$ cat config.mk
export PLATFORM = sky130hd
export DESIGN_NAME = qam16_coherent_demodulator
export DESIGN_NICKNAME = d
export VERILOG_FILES = /design/src/rtl/qam16_coherent_demodulator.sv
export SDC_FILE = /design/constraint.sdc
export NUM_CORES = 2
export LEC_CHECK = 0
export CORE_MARGIN = 2
export CORE_UTILIZATION = 50
export DETAILED_ROUTE_END_ITERATION = 10
export PLACE_DENSITY = 0.7
export RECOVER_POWER = 50
export SYNTH_ARGS = -nofsm -noshare
export SYNTH_HDL_FRONTEND = slang
export SYNTH_SLANG_ARGS = --single-unit
$ cat constraint.sdc
create_clock -name clk -period 9.95 [get_ports clk]
set_clock_uncertainty 0.2 [all_clocks]
set_input_delay 2.4875 -clock clk [delete_from_list [all_inputs] [get_ports clk]]
set_output_delay 2.4875 -clock clk [all_outputs]
set_load 0.1 [all_outputs]
$ cat src/rtl/qam16_coherent_demodulator.sv
// rtl/qam16_coherent_demodulator.sv - 16-QAM coherent integrate-and-dump demodulator with Gray slicer
module qam16_coherent_demodulator #(
  parameter int DATA_W = 16,
  parameter int SPS = 1024,
  parameter int ACC_W = 48,
  parameter logic signed [ACC_W-1:0] THRESH = ACC_W'(64'h40_0000_0000)
) (
  input  logic                     clk,
  input  logic                     rst,
  input  logic                     start,
  input  logic                     stop,
  input  logic                     sample_valid,
  input  logic signed [DATA_W-1:0] rf_in,
  input  logic signed [DATA_W-1:0] lo_sin,
  input  logic signed [DATA_W-1:0] lo_cos,
  output logic                     sym_valid,
  input  logic                     sym_ready,
  output logic [3:0]               symbol,
  output logic signed [ACC_W-1:0]  i_soft,
  output logic signed [ACC_W-1:0]  q_soft,
  output logic                     overrun,
  output logic                     busy
);

  localparam int CNT_W = $clog2(SPS);
  localparam logic [CNT_W-1:0] CNT_LAST = CNT_W'(SPS - 1);
  localparam logic signed [ACC_W-1:0] NEG_THRESH = -THRESH;

  typedef enum logic [1:0] {IDLE, ACQ, DUMP} state_t;

  state_t state_q, state_d;
  logic signed [ACC_W-1:0] p_i_q, p_q_q;
  logic p_valid_q, p_valid_d;
  logic signed [ACC_W-1:0] acc_i_q, acc_i_d, acc_q_q, acc_q_d;
  logic [CNT_W-1:0] cnt_q, cnt_d;
  logic sym_valid_q, overrun_q;
  logic [3:0] symbol_q;
  logic signed [ACC_W-1:0] i_soft_q, q_soft_q;
  logic signed [2*DATA_W-1:0] prod_i, prod_q;
  logic abort, dump, xfer;

  assign prod_i = $signed((2*DATA_W)'(rf_in)) * $signed((2*DATA_W)'(lo_cos));
  assign prod_q = $signed((2*DATA_W)'(rf_in)) * $signed((2*DATA_W)'(lo_sin));

  // stop only matters once acquisition is running; it also overrides a dump
  assign abort = stop && (state_q != IDLE);
  assign dump  = (state_q == DUMP) && !abort;
  assign xfer  = sym_valid_q && sym_ready;

  assign p_valid_d = sample_valid && (state_q != IDLE) && !abort;

  // Per-axis decision: outer negative 00, inner negative 01, inner positive 11, outer positive 10
  function automatic logic [1:0] slice(input logic signed [ACC_W-1:0] a);
    if (a < NEG_THRESH)   slice = 2'b00;
    else if (a[ACC_W-1])  slice = 2'b01;
    else if (a < THRESH)  slice = 2'b11;
    else                  slice = 2'b10;
  endfunction

  // Mixer stage: product registers load on every valid sample, even in IDLE
  always_ff @(posedge clk or posedge rst) begin
    if (rst) begin
      p_i_q     <= '0;
      p_q_q     <= '0;
      p_valid_q <= 1'b0;
    end else begin
      p_valid_q <= p_valid_d;
      if (sample_valid) begin
        p_i_q <= ACC_W'(prod_i);
        p_q_q <= ACC_W'(prod_q);
      end
    end
  end

  // Control state and integrator registers
  always_ff @(posedge clk or posedge rst) begin
    if (rst) begin
      state_q <= IDLE;
      acc_i_q <= '0;
      acc_q_q <= '0;
      cnt_q   <= '0;
    end else begin
      state_q <= state_d;
      acc_i_q <= acc_i_d;
      acc_q_q <= acc_q_d;
      cnt_q   <= cnt_d;
    end
  end

  // Next-state: integrate in ACQ, dump for one cycle while reloading the sample in flight
  always_comb begin
    state_d = state_q;
    acc_i_d = acc_i_q;
    acc_q_d = acc_q_q;
    cnt_d   = cnt_q;
    case (state_q)
      IDLE: begin
        acc_i_d = '0;
        acc_q_d = '0;
        cnt_d   = '0;
        if (start) state_d = ACQ;
      end
      ACQ: begin
        if (p_valid_q) begin
          acc_i_d = acc_i_q + p_i_q;
          acc_q_d = acc_q_q + p_q_q;
          cnt_d   = cnt_q + CNT_W'(1);
          if (cnt_q == CNT_LAST) state_d = DUMP;
        end
      end
      DUMP: begin
        acc_i_d = p_valid_q ? p_i_q : '0;
        acc_q_d = p_valid_q ? p_q_q : '0;
        cnt_d   = p_valid_q ? CNT_W'(1) : '0;
        state_d = ACQ;
      end
      default: state_d = IDLE;
    endcase
    if (abort) begin
      state_d = IDLE;
      acc_i_d = '0;
      acc_q_d = '0;
      cnt_d   = '0;
    end
  end

  // Output slot: a dump loads a new symbol, overwriting an unaccepted one flags overrun
  always_ff @(posedge clk or posedge rst) begin
    if (rst) begin
      sym_valid_q <= 1'b0;
      symbol_q    <= '0;
      i_soft_q    <= '0;
      q_soft_q    <= '0;
      overrun_q   <= 1'b0;
    end else if (dump) begin
      sym_valid_q <= 1'b1;
      symbol_q    <= {slice(acc_i_q), slice(acc_q_q)};
      i_soft_q    <= acc_i_q;
      q_soft_q    <= acc_q_q;
      if (sym_valid_q && !sym_ready) overrun_q <= 1'b1;
    end else if (xfer) begin
      sym_valid_q <= 1'b0;
    end
  end

  assign sym_valid = sym_valid_q;
  assign symbol    = symbol_q;
  assign i_soft    = i_soft_q;
  assign q_soft    = q_soft_q;
  assign overrun   = overrun_q;
  assign busy      = (state_q != IDLE);

endmodule

### Yosys cells after proc, flatten, opt, wreduce, memory -nomap -nowiden

Index checks and enable logic that the tools add are counted.

* add/sub/neg operators: 3
* multipliers: 2
* divide/modulo/power cells: 0
* order comparisons: 4
* eq/ne operators: 6
* shift-type cells: 0
* multiplexer cells: 25
* bitwise gates (word level): 0
* reductions and logical operators: 15

Operators with widths (number)
* two-way mux 48 bit: 6
* one-hot mux 48 bit (3 select lines): 2
* adder 48 x 32 -> 48 bit: 2
* < comparator 48 x 39 -> 1 bit (second input constant): 2
* < comparator 48 x 40 -> 1 bit (second input constant): 2
* multiplier 16 x 16 -> 32 bit: 2
* one-hot mux 10 bit (3 select lines): 1
* two-way mux 10 bit: 2
* two-way mux 2 bit: 8
* adder 10 x 1 -> 10 bit (second input constant): 1
* equality test 10 bit (second input constant): 1
* inequality test 3 bit (second input constant): 3
* logical AND 1 bit: 6
* one-hot mux 2 bit (3 select lines): 1
* two-way mux 1 bit: 5
* AND reduction 2 bit: 2
* nonzero test 2 bit: 2
* nonzero test 4 bit: 1
* AND reduction 3 bit: 1
* equality test 2 x 1 -> 1 bit (second input constant): 1
* equality test 2 bit (second input constant): 1
* logical NOT 1 bit: 2
* logical NOT 2 bit: 1

* flip-flop bits (word level): 275
* bits in latches: 0
* bits in writable memories: 0
* memory bits (read-only): 0
* bits of input ports: 54
* output and inout port bits: 103
* word-level logic and storage cells: 67
* memories: 0

### Depth between registers and ports, before layout

* depth after elaboration: 5
* mapped depth: 24
* depth with buffers taken out: 23

### Least setup slack after synthesis

No wires, ideal clock.

* path kind: input to register
* start point: input port lo_cos[7]
* end point: register p_i_q[29]
* library setup time: 0.120 ns
* arrival time: 8.229 ns
* required time: 9.630 ns
* slack: 1.402 ns
* cell stages on the path: 22
* path buffers: 1
* path through: clkbuf_1 > nand2_1 > fa_1 > inv_1 > fa_1 > inv_1 > fa_1 > inv_1 > fa_1 > fa_1 > inv_1 > fa_1 > inv_1 > ha_1 > a21o_1 > a221oi_1 > o21ai_1 > a2111oi_4 > nor2_1 > o211a_1 > or3_1 > a31o_1

* word-level cells in the longest chain between the ends: 1

RTL lines
* start, declared: line 15 `input logic signed [DATA_W-1:0] lo_cos,`
* multiplier 16 x 16 -> 32 bit: line 42 `assign prod_i = $signed((2*DATA_W)'(rf_in)) * $signed((2*DATA_W)'(lo_cos));`
* end signal, assigned: line 69 `p_i_q <= ACC_W'(prod_i);`
* end, declared: line 32 `logic signed [ACC_W-1:0] p_i_q, p_q_q;`

No other way between the ends.
A chain may end at the register's enable or synchronous reset.

### Worst setup path after layout

* start point: input port rf_in[9]
* end point: register, netlist name p_q_q[31]

* word-level cells in the longest chain between the ends: 1

RTL lines
* start, declared: line 13 `input logic signed [DATA_W-1:0] rf_in,`
* multiplier 16 x 16 -> 32 bit: line 43 `assign prod_q = $signed((2*DATA_W)'(rf_in)) * $signed((2*DATA_W)'(lo_sin));`

No other way between the ends.

==> run metrics <==
Mapped Cells=3,730; initial core utilization=50.5%; die width=270 µm; Final period util=91.4%; Clock Latency Late Sink=610 ps; min setup slack post-route=855 ps; htree depth=1; CTS tree=yes; vias in the first global route=28,300; cts repair resizes=0; initial antenna violation count=3; crit-path max FO=16; most frequent cells in the layout=inv_1 (613), fa_1 (526), nand2_1 (381); min cycle time layout=9100 ps; most area-hungry cell type in the Yosys netlist=fa_1; P&R area growth vs syn=11.1%; Yosys cell types=77; Synth Warn #=0; Achievable Freq=110 MHz; Clock Sinks=275; met2 routed WL=43,900 µm; Worst Max-Slew Pin Slew=3800 ps; Worst EP arrival=9240 ps; CTS Root Cell=clkbuf_16; CP max-delay cell=clkdlybuf4s50_1; Hold Vio Cnt, Final=0; residual DRC count=0; CP peak stage delay=770 ps; commonest non-fill, non-tap cell in the layout=inv_1; IO Port Bufs=156; most used flip-flop cell after synthesis=dfrtp_1; most frequent CP cell=fa_1; number of routed nets with antenna violations=0; core footprint=70,100 µm²; hold_buf cts=0; Die H=270 µm; TritonCTS buffer count=30; total gr overflow=0; Mapped Area=35,400 µm²; Seq cells post-synth=275; EDFF count, synth=0; Initial DRT Pass Iterations=5; clk slew on worst S/H paths=70 ps; endpoints failing setup=0; die footprint=73,000 µm²; met1 wire length=36,300 µm; buffers and inverters on the worst path=6; global-route wire length before repair=147,000 µm; Worst Hold Class=register to register; Nets=4,674; Syn Nets=4,574; drt wl/cell=18.1 µm; crit-path cells=clkdlybuf4s50_1 > buf_12 > and2_1 > fa_1 > inv_1 > fa_1 > fa_1 > inv_1 > fa_1 > fa_1 > inv_1 > fa_1 > inv_1 > ha_1 > a21oi_1 > o21ai_1 > a21oi_1 > o21ai_0 > o21ai_1 > a21oi_1 > o41ai_1 > o21ai_1 > xnor2_1 > a21oi_1; ys async rst share=100%; WL final=87,000 µm; gpl congestion=0.914; Via density=5.52; CTS Buffer Depth=3; Place WS=367 ps; register area share after synthesis=19.4%; Final Max Tran Viols=284; hold slack=282 ps; nature of the critical path endpoint=register; pin count of the biggest net entering global routing=158; Synth area leaders=fa_1 (30%), dfrtp_1 (19%), ha_1 (9.3%); Worst EP required=10,090 ps; Worst setup SP type=primary input; Synth top area share=29.7%; Setup TNS=0 ps; uppermost layer routed=met4; relative slew slack=-153%; outcome=finished with violations; violated checks=capacitance limit, slew limit; critical path class=primary input to register; First DRT Iteration DRCs=1,546; max_cap viols=5; Crit path max-delay family=adder cells; Syn Area/Cell=9.50 µm²; total I/O pin count=157; Post-CTS Setup Bufs=0; total routing usage reported by global routing=24.8%; routed via count=26,500; num rows=97; layout cells sized above 1=7.42%; RSZ-0062 raised after global routing=false; DP HPWL=68,000 µm; Layout Utilization=56.1%; met3 wire len=3850 µm
==> cells by family (layout without fill, tap and decap cells) <==
group                      Yosys count  count (layout)  synth area share (%)
muxes                              153             153                  4.84
DFF                                275             275                  19.4
AOI/OAI and AO/OA                  642             642                  11.7
and+or+nand+nor                    951             951                  13.1
xor gates and xnor gates           147             147                  3.63
buffers and inverters              772             896                  8.18
adders and majority gates          790             790                  39.0
other                                0               3                     0
==> cell type report <==
cell class,instances,area (µm²)
tap,940,1180
clock buffer,37,827
antenna,3,7.51
fill,6326,30800
sequential,275,6880
inverter,616,2320
timing repair buffer,224,2130
multi-input combinational,2683,25700
clock inverter,19,358
==> state kept, by name (all words and copies together) (netlist names) <==
name       cells
acc_i_q       48
acc_q_q       48
cnt_q         10
i_soft        48
overrun        1
p_i_q         32
p_q_q         32
p_valid_q      1
q_soft        48
state_q        2
sym_valid      1
symbol         4
==> synth_stat cells, drive strengths merged, types with 23 or more instances <==
cell / number
a21o: 84
a21oi: 165
a22oi: 39
a31oi: 30
and2: 251
and3: 23
clkbuf: 147
dfrtp: 275
fa: 526
ha: 264
inv: 616
mux2: 148
nand2: 381
nand2b: 24
nand3: 31
nand4: 29
nor2: 124
nor3: 24
o21ai: 166
o21bai: 25
xnor2: 96
xor2: 51
==> worst paths after layout <==
kind	from	end	slack, ps	depth (start not counted)
worst max-delay path	rf_in[9]	p_q_q[31]$_DFFE_PP0P_	850	24
max in group asynchronous	rst	acc_i_q[34]$_DFFE_PP0P_	1820	4
worst max register to register	state_q[1]$_DFFE_PP0P_	acc_q_q[37]$_DFFE_PP0P_	4810	10
worst min register to register	symbol[2]$_DFFE_PP0P_	symbol[2]$_DFFE_PP0P_	280	2
min in group asynchronous	rst	q_soft[14]$_DFFE_PP0P_	3140	3
worst min-delay path	symbol[2]$_DFFE_PP0P_	symbol[2]$_DFFE_PP0P_	280	2
==> metal layers <==
layer / GRT usage (%) / vias up
li1: - / 12200
met2: 44.1 / 628
met1: 32.5 / 13500
met5: 0 / -
met4: 7.12 / 0
met3: 2.20 / 136
==> worst reg2reg max path: cells and delay by family, from the launching register on <==
family / cells / cell delay, ps
flops: 1 / 410
simple gates: 3 / 1310
buf+inv: 3 / 2320
fa+ha+maj: 1 / 180
compound gates: 3 / 570
==> through the flow <==
stage,area [µm²],cells
floorplan,35400,3730
global placement,38200,4738
detailed placement,38200,4738
CTS,39400,4794
global route,39400,4797
finish,39400,4797
Power is not shown: default switching activity piles up to over one toggle a cycle in this logic, so the estimate is an artifact.
